## src/rtl/stream_demux_1to4_pkg.sv

```systemverilog
// Shared types and constants for the 1-to-4 stream demultiplexer.
package stream_demux_1to4_pkg;

  localparam int unsigned NUM_CH = 4;
  localparam int unsigned SEL_W  = 2;
  localparam int unsigned DATA_W = 32;

  typedef logic [SEL_W-1:0] ch_idx_t;

  // One-hot decode of a channel index.
  function automatic logic [NUM_CH-1:0] ch_onehot(input ch_idx_t idx);
    return NUM_CH'(1) << idx;
  endfunction

endpackage

```

## src/rtl/demux_slot.sv

```systemverilog
// One-entry channel buffer: loads a word, holds it until the consumer takes it.
// A load in the same cycle as a drain replaces the word and keeps valid set.
module demux_slot #(
  parameter int unsigned N = 32
) (
  input  logic         clk,
  input  logic         rst,
  input  logic         load,
  input  logic [N-1:0] load_data,
  input  logic         out_ready,
  output logic [N-1:0] out_data,
  output logic         out_valid
);

  logic [N-1:0] data_q, data_d;
  logic         valid_q, valid_d;
  logic         drain;

  // Next-state: drain clears, load sets and captures (load wins).
  always_comb begin
    drain   = valid_q & out_ready;
    valid_d = valid_q;
    data_d  = data_q;
    if (drain) begin
      valid_d = 1'b0;
    end
    if (load) begin
      valid_d = 1'b1;
      data_d  = load_data;
    end
  end

  // Buffer registers with synchronous reset.
  always_ff @(posedge clk) begin
    if (rst) begin
      valid_q <= 1'b0;
      data_q  <= '0;
    end else begin
      valid_q <= valid_d;
      data_q  <= data_d;
    end
  end

  assign out_data  = data_q;
  assign out_valid = valid_q;

endmodule

```

## src/rtl/stream_demux_1to4.sv

```systemverilog
// Registered 1-to-4 stream demultiplexer with a one-entry buffer per channel.
// Optional build macro: DEMUX_AUTO_SEQ_EN -- destination taken from a
// round-robin counter that advances per accepted word; in_sel is ignored.
module stream_demux_1to4
  import stream_demux_1to4_pkg::*;
#(
  parameter int unsigned N = DATA_W
) (
  input  logic             clk,
  input  logic             rst,
  input  logic [N-1:0]     in_data,
  input  logic [SEL_W-1:0] in_sel,
  input  logic             in_valid,
  output logic             in_ready,
  output logic [N-1:0]     out0_data,
  output logic [N-1:0]     out1_data,
  output logic [N-1:0]     out2_data,
  output logic [N-1:0]     out3_data,
  output logic             out0_valid,
  output logic             out1_valid,
  output logic             out2_valid,
  output logic             out3_valid,
  input  logic             out0_ready,
  input  logic             out1_ready,
  input  logic             out2_ready,
  input  logic             out3_ready,
  output logic             busy
);

  ch_idx_t             dest;
  logic                accept;
  logic [NUM_CH-1:0]   slot_valid;
  logic [NUM_CH-1:0]   slot_ready;
  logic [NUM_CH-1:0]   slot_load;
  logic [N-1:0]        slot_data [NUM_CH];

  assign slot_ready = {out3_ready, out2_ready, out1_ready, out0_ready};

`ifdef DEMUX_AUTO_SEQ_EN
  ch_idx_t seq_q, seq_d;
  logic    unused_sel;

  assign unused_sel = ^in_sel;

  // Sequence counter advances only on an accepted word, wrapping 3 -> 0.
  always_comb begin
    seq_d = seq_q;
    if (accept) begin
      seq_d = seq_q + SEL_W'(1);
    end
  end

  // Sequence counter register.
  always_ff @(posedge clk) begin
    if (rst) begin
      seq_q <= '0;
    end else begin
      seq_q <= seq_d;
    end
  end

  assign dest = seq_q;
`else
  assign dest = in_sel;
`endif

  // Selected channel can take a word if empty or draining this cycle.
  assign in_ready  = ~slot_valid[dest] | slot_ready[dest];
  assign accept    = in_valid & in_ready;
  assign slot_load = accept ? ch_onehot(dest) : '0;

  // Four independent channel buffers.
  for (genvar k = 0; k < NUM_CH; k++) begin : g_slot
    demux_slot #(.N(N)) u_slot (
      .clk       (clk),
      .rst       (rst),
      .load      (slot_load[k]),
      .load_data (in_data),
      .out_ready (slot_ready[k]),
      .out_data  (slot_data[k]),
      .out_valid (slot_valid[k])
    );
  end

  assign out0_data  = slot_data[0];
  assign out1_data  = slot_data[1];
  assign out2_data  = slot_data[2];
  assign out3_data  = slot_data[3];
  assign out0_valid = slot_valid[0];
  assign out1_valid = slot_valid[1];
  assign out2_valid = slot_valid[2];
  assign out3_valid = slot_valid[3];

  // Derived purely from the valid flops.
  assign busy = |slot_valid;

endmodule
```

## config.mk

```make
export PLATFORM = sky130hd
export DESIGN_NAME = stream_demux_1to4
export DESIGN_NICKNAME = d
export VERILOG_FILES = /design/src/rtl/stream_demux_1to4_pkg.sv /design/src/rtl/demux_slot.sv /design/src/rtl/stream_demux_1to4.sv
export SDC_FILE = /design/constraint.sdc
export NUM_CORES = 1
export LEC_CHECK = 0
export ABC_CLOCK_PERIOD_IN_PS = 3900
export CAP_MARGIN = 25
export CORE_MARGIN = 2
export CORE_UTILIZATION = 60
export CTS_BUF_LIST = sky130_fd_sc_hd__clkbuf_2
export DETAILED_ROUTE_END_ITERATION = 10
export DONT_BUFFER_PORTS = 1
export PLACE_DENSITY = 0.78
export SYNTH_ARGS = -nofsm -noshare
export SYNTH_HDL_FRONTEND = slang
export SYNTH_SLANG_ARGS = --single-unit
export TNS_END_PERCENT = 30
```

## constraint.sdc

```tcl
create_clock -name clk -period 3.9 [get_ports clk]
set_input_delay 0.78 -clock clk [delete_from_list [all_inputs] [get_ports clk]]
set_output_delay 0.78 -clock clk [all_outputs]
set_load 0.03 [all_outputs]
```

==> summary.txt, run 1 <==
Yosys
  – Largest cells by area after synthesis: dfxtp_1 50%, mux2i_1 24%, nand2b_1 20%, clkbuf_1 1.3%, buf_2 0.67%
  – Number of warnings issued by yosys: 0
  – Post-synthesis instance total: 472
  – Seq cells post-synth: 132
  – Area leader, netlist: dfxtp_1
  – Post-synth top flop: dfxtp_1
  – Asr flop ratio synth: 0%
  – Synthesized area: 5250 sq um
  – Post-synth top cells: 165 x nand2b_1, 132 x dfxtp_1, 128 x mux2i_1
  – Post-synth EDFFs: 0
  – Synth cell types: 17
  – Syn nets: 513
  – Post-synth top area share: 50.3%
  – Most common cell in the netlist: nand2b_1
  – Seq/Total Area, Yosys: 50.3%
  – Mapped Avg Cell Area: 11.1 sq um

Setup path
  – Worst R2R End: g_slot[2].u_slot.out_data[5]
  – Crit. End Element: output pin
  – Crit start category: flop
  – Arrival time at the worst endpoint: 2.03 ns
  – Worst Path Max Fanout: 4
  – Reg2reg start: g_slot[2].u_slot.out_valid
  – Crit path from: g_slot[1].u_slot.out_valid
  – Worst r2r path cells: 4
  – Crit Path Category: flop to output pin
  – WP data required: 3.12 ns
  – Reg2Reg Setup Slack: 1.81 ns

Pwr
  – Leak: 0.00251 uW
  – Pwr dens: 445 nW/um^2
  – Switching share of power: 29.9%
  – Int Pwr: 1730 uW
  – Combinational group share of total power: 6.2%
  – Seq pwr share: 61.9%
  – P_sw: 739 uW
  – Clk pwr share: 31.9%
  – Max rail drop VDD: 0.000199 V

Clocking
  – CTS H-tree depth: 4
  – Sink Count: 132
  – Postcts setup bufs: 0
  – Clock-pin slew on the worst setup and hold paths: 0.19 ns
  – Clock root cell: clkbuf_2
  – CTS Buf Count: 17
  – Post-cts sizing count: 0
  – Max clock buf depth: 2
  – Hold-fix buffers at CTS: 0
  – CTS tree: built
  – Clk_lat worst skew: 0.64 ns

Timing
  – Clk_skew: 0.0404 ns
  – Final WS setup: 1.09 ns
  – Min cycle time layout: 2.81 ns
  – Tightest Pin Transition: 1.04 ns
  – Post-route setup TNS: 0 ns
  – Achievable Freq: 356 MHz
  – Fin crit share: 72.1%
  – RSZ-0062 raised after global routing: false
  – Final setup viols: 0
  – Hold Vio Cnt, Final: 0
  – Slew Limit Fails: 0
  – Slew HR: 30.5%

GRT
  – Largest net degree at the start of global routing: 165
  – Total track usage: 22.7%
  – Global-route wire length before repair: 16900 um
  – Vias in the first global route: 3176
  – Initial antenna violation count: 2
  – Gr busiest metal: met2
  – Global routing usage on met1: 27.0%
  – GR Util met3: 10.6%
  – GR Layer Usage met2: 35.5%
  – GRT overflow: 0

Finish
  – Layout Nets: 506
  – Register area: 2640 sq um
  – Syn-to-layout area delta: 5.65%
  – Area of the multi-input gates: 2440 sq um
  – Layout cell share with drive strength beyond 1: 8.79%
  – Filler cell count in the final layout: 727

Floorplanning
  – FP Rows: 34
  – Io pins: 175
  – Die H: 97.6 um
  – Initial Util: 61.1%
  – Die width: 97.6 um
  – Area of the core region: 8590 sq um
  – Die footprint: 9520 sq um

Placed design
  – Port Buffers: 0
  – Place WS: 1.51 ns
  – Dpl hpwl: 7270 um
  – RePlAce Congestion: 0.800

Drt
  – Post-route ant nets: 0
  – Drt drc: 0
  – Vias: 3211
  – Initial DRC Count: 79
  – Drt wl/cell: 18.2 um
  – Vias per Instance: 5.47
  – DR pass1 iterations: 4
  – DRT Wirelength: 10700 um

Flow run
  – Max_cap viols: 0

Hold path
  – Hold path cells: 1
  – HP Class: primary input to flop
  – Hold EP: g_slot[1].u_slot.out_valid
  – Hold Path Origin: rst

Run status
  – Status: finished, final reports clean
[worst max path at each step]
stage | end | slack [ns]
detailed placement | g_slot[2].u_slot.out_data[5] | 1.51
global route | in_ready | 0.95
finish | in_ready | 1.09
floorplan | in_ready | 1.59
CTS | in_ready | 1.02
global placement | g_slot[2].u_slot.out_data[31] | 1.56
[kinds of logic (layout without fill, tap and decap cells)]
kind of cell           after synthesis  in the layout  share of synthesized area, %
and+or+nand+nor                    175            175                          21.3
other                                0              1                             0
AOI/OAI and AO/OA                    4              4                         0.381
DFF                                132            132                          50.3
buffers and inverters               32             38                          3.17
muxes                              129            129                          24.8
[layer usage]
layer / vias to the layer above / part of all wire, %
met4: 2 / 2.3
met3: 22 / 9.1
met5: - / 0.12
met1: 1516 / 41
li1: 1550 / -
met2: 121 / 48
[critical path: stages (launching register included)]
cell and delay (ns):
dfxtp_1 0.63, nand2b_1 0.16, mux4_2 0.62
[layout by cell type, fill, tap and decap left out, types with 2 or more instances in the layout]
cell type	Yosys	layout
a21oi_1	4	4
clkinv_2	0	2
clkinvlp_4	0	2
clkinv_4	0	3
dfxtp_1	132	132
inv_8	0	2
inv_6	0	5
mux2i_1	128	128
buf_8	0	2
clkbuf_2	0	17
nand2b_1	165	165
or3_1	2	2
nor3_4	2	2
buf_4	4	2
[power by group through the flow]
stage	combinational, uW	clock (uW)	sequential (uW)
after floorplan	145	0	1540
after global placement	146	0	1560
after detailed placement	152	0	1560
after CTS	153	822	1530
after global routing	168	869	1530
final	153	787	1530
[registers in the layout, summed over array words and instances, names as in the netlist]
| register | flops |
|---|---|
| g_slot.u_slot.out_data | 128 |
| g_slot.u_slot.out_valid | 4 |
[cell type report]
type | count | area share (%)
Sequential cell | 132 | 47.6
Multi-Input combinational cell | 308 | 44.0
Tap cell | 108 | 2.44
Timing Repair Buffer | 6 | 1.67
Antenna cell | 1 | 0.0451
Clock inverter | 15 | 2.66
Clock buffer | 17 | 1.53
[per-stage QoR]
stage          cell area (sq um)  total power [uW]  hold WS, ns  instances  util, %
4_1_cts                     5500              2500        0.138        584     64.1
6_report                    5550              2470        0.221        587     64.6
3_3_place_gp                5260              1700        0.607        551     61.2
5_1_grt                     5550              2570       0.0919        587     64.6
2_1_floorplan               5250              1690        0.596        472        -
3_5_place_dp                5270              1710        0.610        552     61.3
Note: power is estimated with default switching activity, not from simulation.
==> inputs of run 2 (changes only) <==
- ABC_CLOCK_PERIOD_IN_PS: 3900 -> 2900
- clock period: 3.9 -> 2.9 ns (I/O delays scaled with it)
==> run 2 against run 1 <==
Sequential power grew 35%. Non-clock buffer count increased by 2. Final area up 0.14%. Combinational power rose by 35%. Routed wire length increased by 1.2%. Clock power rose by 46%. First-iteration DRC count is 42% higher. Highest routed layer unchanged.
==> summary.txt, run 2 (synthesis gave the netlist of run 1 again) <==
Run status
  – Status: finished, final reports clean (unchanged)

Timing
  – Post-route setup TNS: 0 ns (unchanged)
  – Fin crit share: 89.6%
  – Final Hold Slack: 0.102 ns (was 0.221 ns)
  – Achievable Freq: 385 MHz
  – RSZ-0062 raised after global routing: false (unchanged)
  – Tightest Pin Transition: 1.02 ns (was 1.04 ns)
  – Hold Vio Cnt, Final: 0 (unchanged)
  – Min cycle time layout: 2.60 ns
  – Final setup viols: 0 (unchanged)
  – Slew Limit Fails: 0 (unchanged)
  – Final WS setup: 0.303 ns (was 1.09 ns)
  – Clk_skew: 0.0299 ns (was 0.0404 ns)
  – Slew HR: 32.2% (was 30.5%)

Finish
  – Layout Nets: 508 (was 506)
  – Max FFs per register: 128 (unchanged)
  – Syn-to-layout area delta: 5.79% (was 5.65%)
  – Most frequent cells in the layout: 165 x nand2b_1, 132 x dfxtp_1, 128 x mux2i_1 (unchanged)
  – Filler cell count in the final layout: 720 (was 727)
  – Antenna cells: 0 (was 1)
  – Commonest non-fill, non-tap cell in the layout: nand2b_1 (unchanged)
  – Layout cell share with drive strength beyond 1: 8.33% (was 8.79%)

Drt
  – Vias: 3233 (was 3211)
  – DR pass1 iterations: 4 (unchanged)
  – Vias per Instance: 5.50 (was 5.47)
  – Post-route ant nets: 0 (unchanged)
  – Drt wl/cell: 18.4 um (was 18.2 um)
  – Initial DRC Count: 112 (was 79)
  – DRT Wirelength: 10800 um (was 10700 um)
  – Drt drc: 0 (unchanged)

Setup path
  – Crit-path max cell delay: 0.62 ns (was 0.63 ns)
  – Worst Path Max Fanout: 3 (was 4)
  – Worst r2r path cells: 4 (unchanged)
  – Top Family by Delay on Critical Path: multiplexers (was flip-flops)
  – Crit. End Element: output pin (unchanged)
  – CP Depth: 2 (unchanged)
  – Crit start category: flop (unchanged)
  – CP max-delay cell: mux4_2 (was dfxtp_1)
  – Crit Path Category: flop to output pin (unchanged)
  – Crit path cell chain: nand2b_1 -> mux4_2 (unchanged)
  – WP buf/inv: 0 (unchanged)
  – Arrival time at the worst endpoint: 2.02 ns (was 2.03 ns)
  – WP data required: 2.32 ns (was 3.12 ns)
  – Reg2Reg Setup Slack: 0.88 ns (was 1.81 ns)

Pwr
  – Max rail drop VDD: 0.000313 V (was 0.000199 V)
  – Total power: 3410 uW (was 2470 uW)
  – Combinational group share of total power: 6.0% (was 6.2%)
  – Pwr dens: 614 nW/um^2 (was 445 nW/um^2)
  – P_sw: 939 uW (was 739 uW)
  – Int Pwr: 2480 uW (was 1730 uW)
  – Clk pwr share: 33.8% (was 31.9%)
  – Leak: 0.00252 uW (was 0.00251 uW)
  – Seq pwr share: 60.2% (was 61.9%)
  – Switching share of power: 27.5% (was 29.9%)

Floorplanning
  – Die width: 97.6 um (unchanged)
  – FP Rows: 34 (unchanged)
  – Io pins: 175 (unchanged)
  – Initial Util: 61.1% (unchanged)
  – Die footprint: 9520 sq um (unchanged)
  – Area of the core region: 8590 sq um (unchanged)
  – Die H: 97.6 um (unchanged)

Clocking
  – CTS tree: built (unchanged)
  – CTS Buf Count: 17 (unchanged)
  – Clock root cell: clkbuf_2 (unchanged)
  – Clock-pin slew on the worst setup and hold paths: 0.19 ns (about the same)
  – CTS H-tree depth: 4 (unchanged)
  – Clk_lat worst skew: 0.64 ns (about the same)
  – Sink Count: 132 (unchanged)
  – Max clock buf depth: 2 (unchanged)

GRT
  – Largest net degree at the start of global routing: 162 (was 165)
  – Global-route wire length before repair: 17400 um (was 16900 um)
  – Initial antenna violation count: 1 (was 2)
  – Total track usage: 23.1% (was 22.7%)
  – Vias in the first global route: 3236 (was 3176)
  – GRT overflow: 0 (unchanged)

Placed design
  – Dpl hpwl: 7270 um (about the same)
  – RePlAce Congestion: 0.836 (was 0.800)
  – Place WS: 0.812 ns (was 1.51 ns)
  – Port Buffers: 0 (unchanged)

Hold path
  – Hold path cells: 2 (was 1)
  – HP Class: primary input to flop (unchanged)

Flow run
  – Max_cap viols: 0 (unchanged)
-- run 2: cell count changes in the layout (fill, tap and decap cells not counted), sizes merged --
cell         delta
buf             +1
dlygate4sd3     +1
bufinv          +2
clkinv          +2
clkbuf          +2
diode           -1
clkinvlp        -1
inv             -5
-- run 2: timing repair --
action                                 in CTS  in global routing
gates resized for setup                     0                  0
hold buffers                                1                  0
endpoints found under the hold margin       4                  0
setup buffers                               0                  0
-- run 2: area by class of cell --
cell class	count	area, sq um	share of cell area (%)
clock buffer	19	95.1	1.71
timing repair buffer	8	82.6	1.49
sequential	132	2640	47.6
tap	108	135	2.43
clock inverter	13	158	2.84
multi-input combinational	308	2440	44.0
-- run 2: worst register-to-register path: stages (launching register included) --
cell and delay [ns]:
dfxtp_1 0.59, nand2b_1 0.19, nand4b_1 0.52, buf_4 0.43
mux2i_1 0.25
-- run 2: power groups by stage --
stage	combinational (uW)	sequential [uW]	clock, uW
floorplan	196	2080	0
global placement	199	2090	0
finish	206	2060	1150
CTS	209	2060	1190
global route	224	2060	1260
detailed placement	206	2090	0
-- run 2: path summary, 6_finish.rpt --
kind                           startpoint                            end
max            g_slot[2].u_slot.out_valid                       in_ready
min                                   rst  g_slot[0].u_slot.out_data[10]
max reg2reg    g_slot[2].u_slot.out_valid  g_slot[2].u_slot.out_data[22]
min reg2reg  g_slot[0].u_slot.out_data[2]   g_slot[0].u_slot.out_data[2]
-- run 2: layer usage --
metal	up-vias	share of wire, %	GRT usage, %
li1	1552	-	-
met1	1547	42	28.2
met2	115	47	36.4
met3	17	8.8	10.0
met4	2	1.6	8.33
met5	-	0.12	0
-- run 2: per-stage QoR --
stage / std cells / utilization (%) / cell area (sq um)
floorplan: 472 / - / 5250
finish: 588 / 64.7 / 5560
detailed placement: 555 / 61.6 / 5290
CTS: 588 / 64.7 / 5560
global route: 588 / 64.7 / 5560
global placement: 554 / 61.4 / 5280
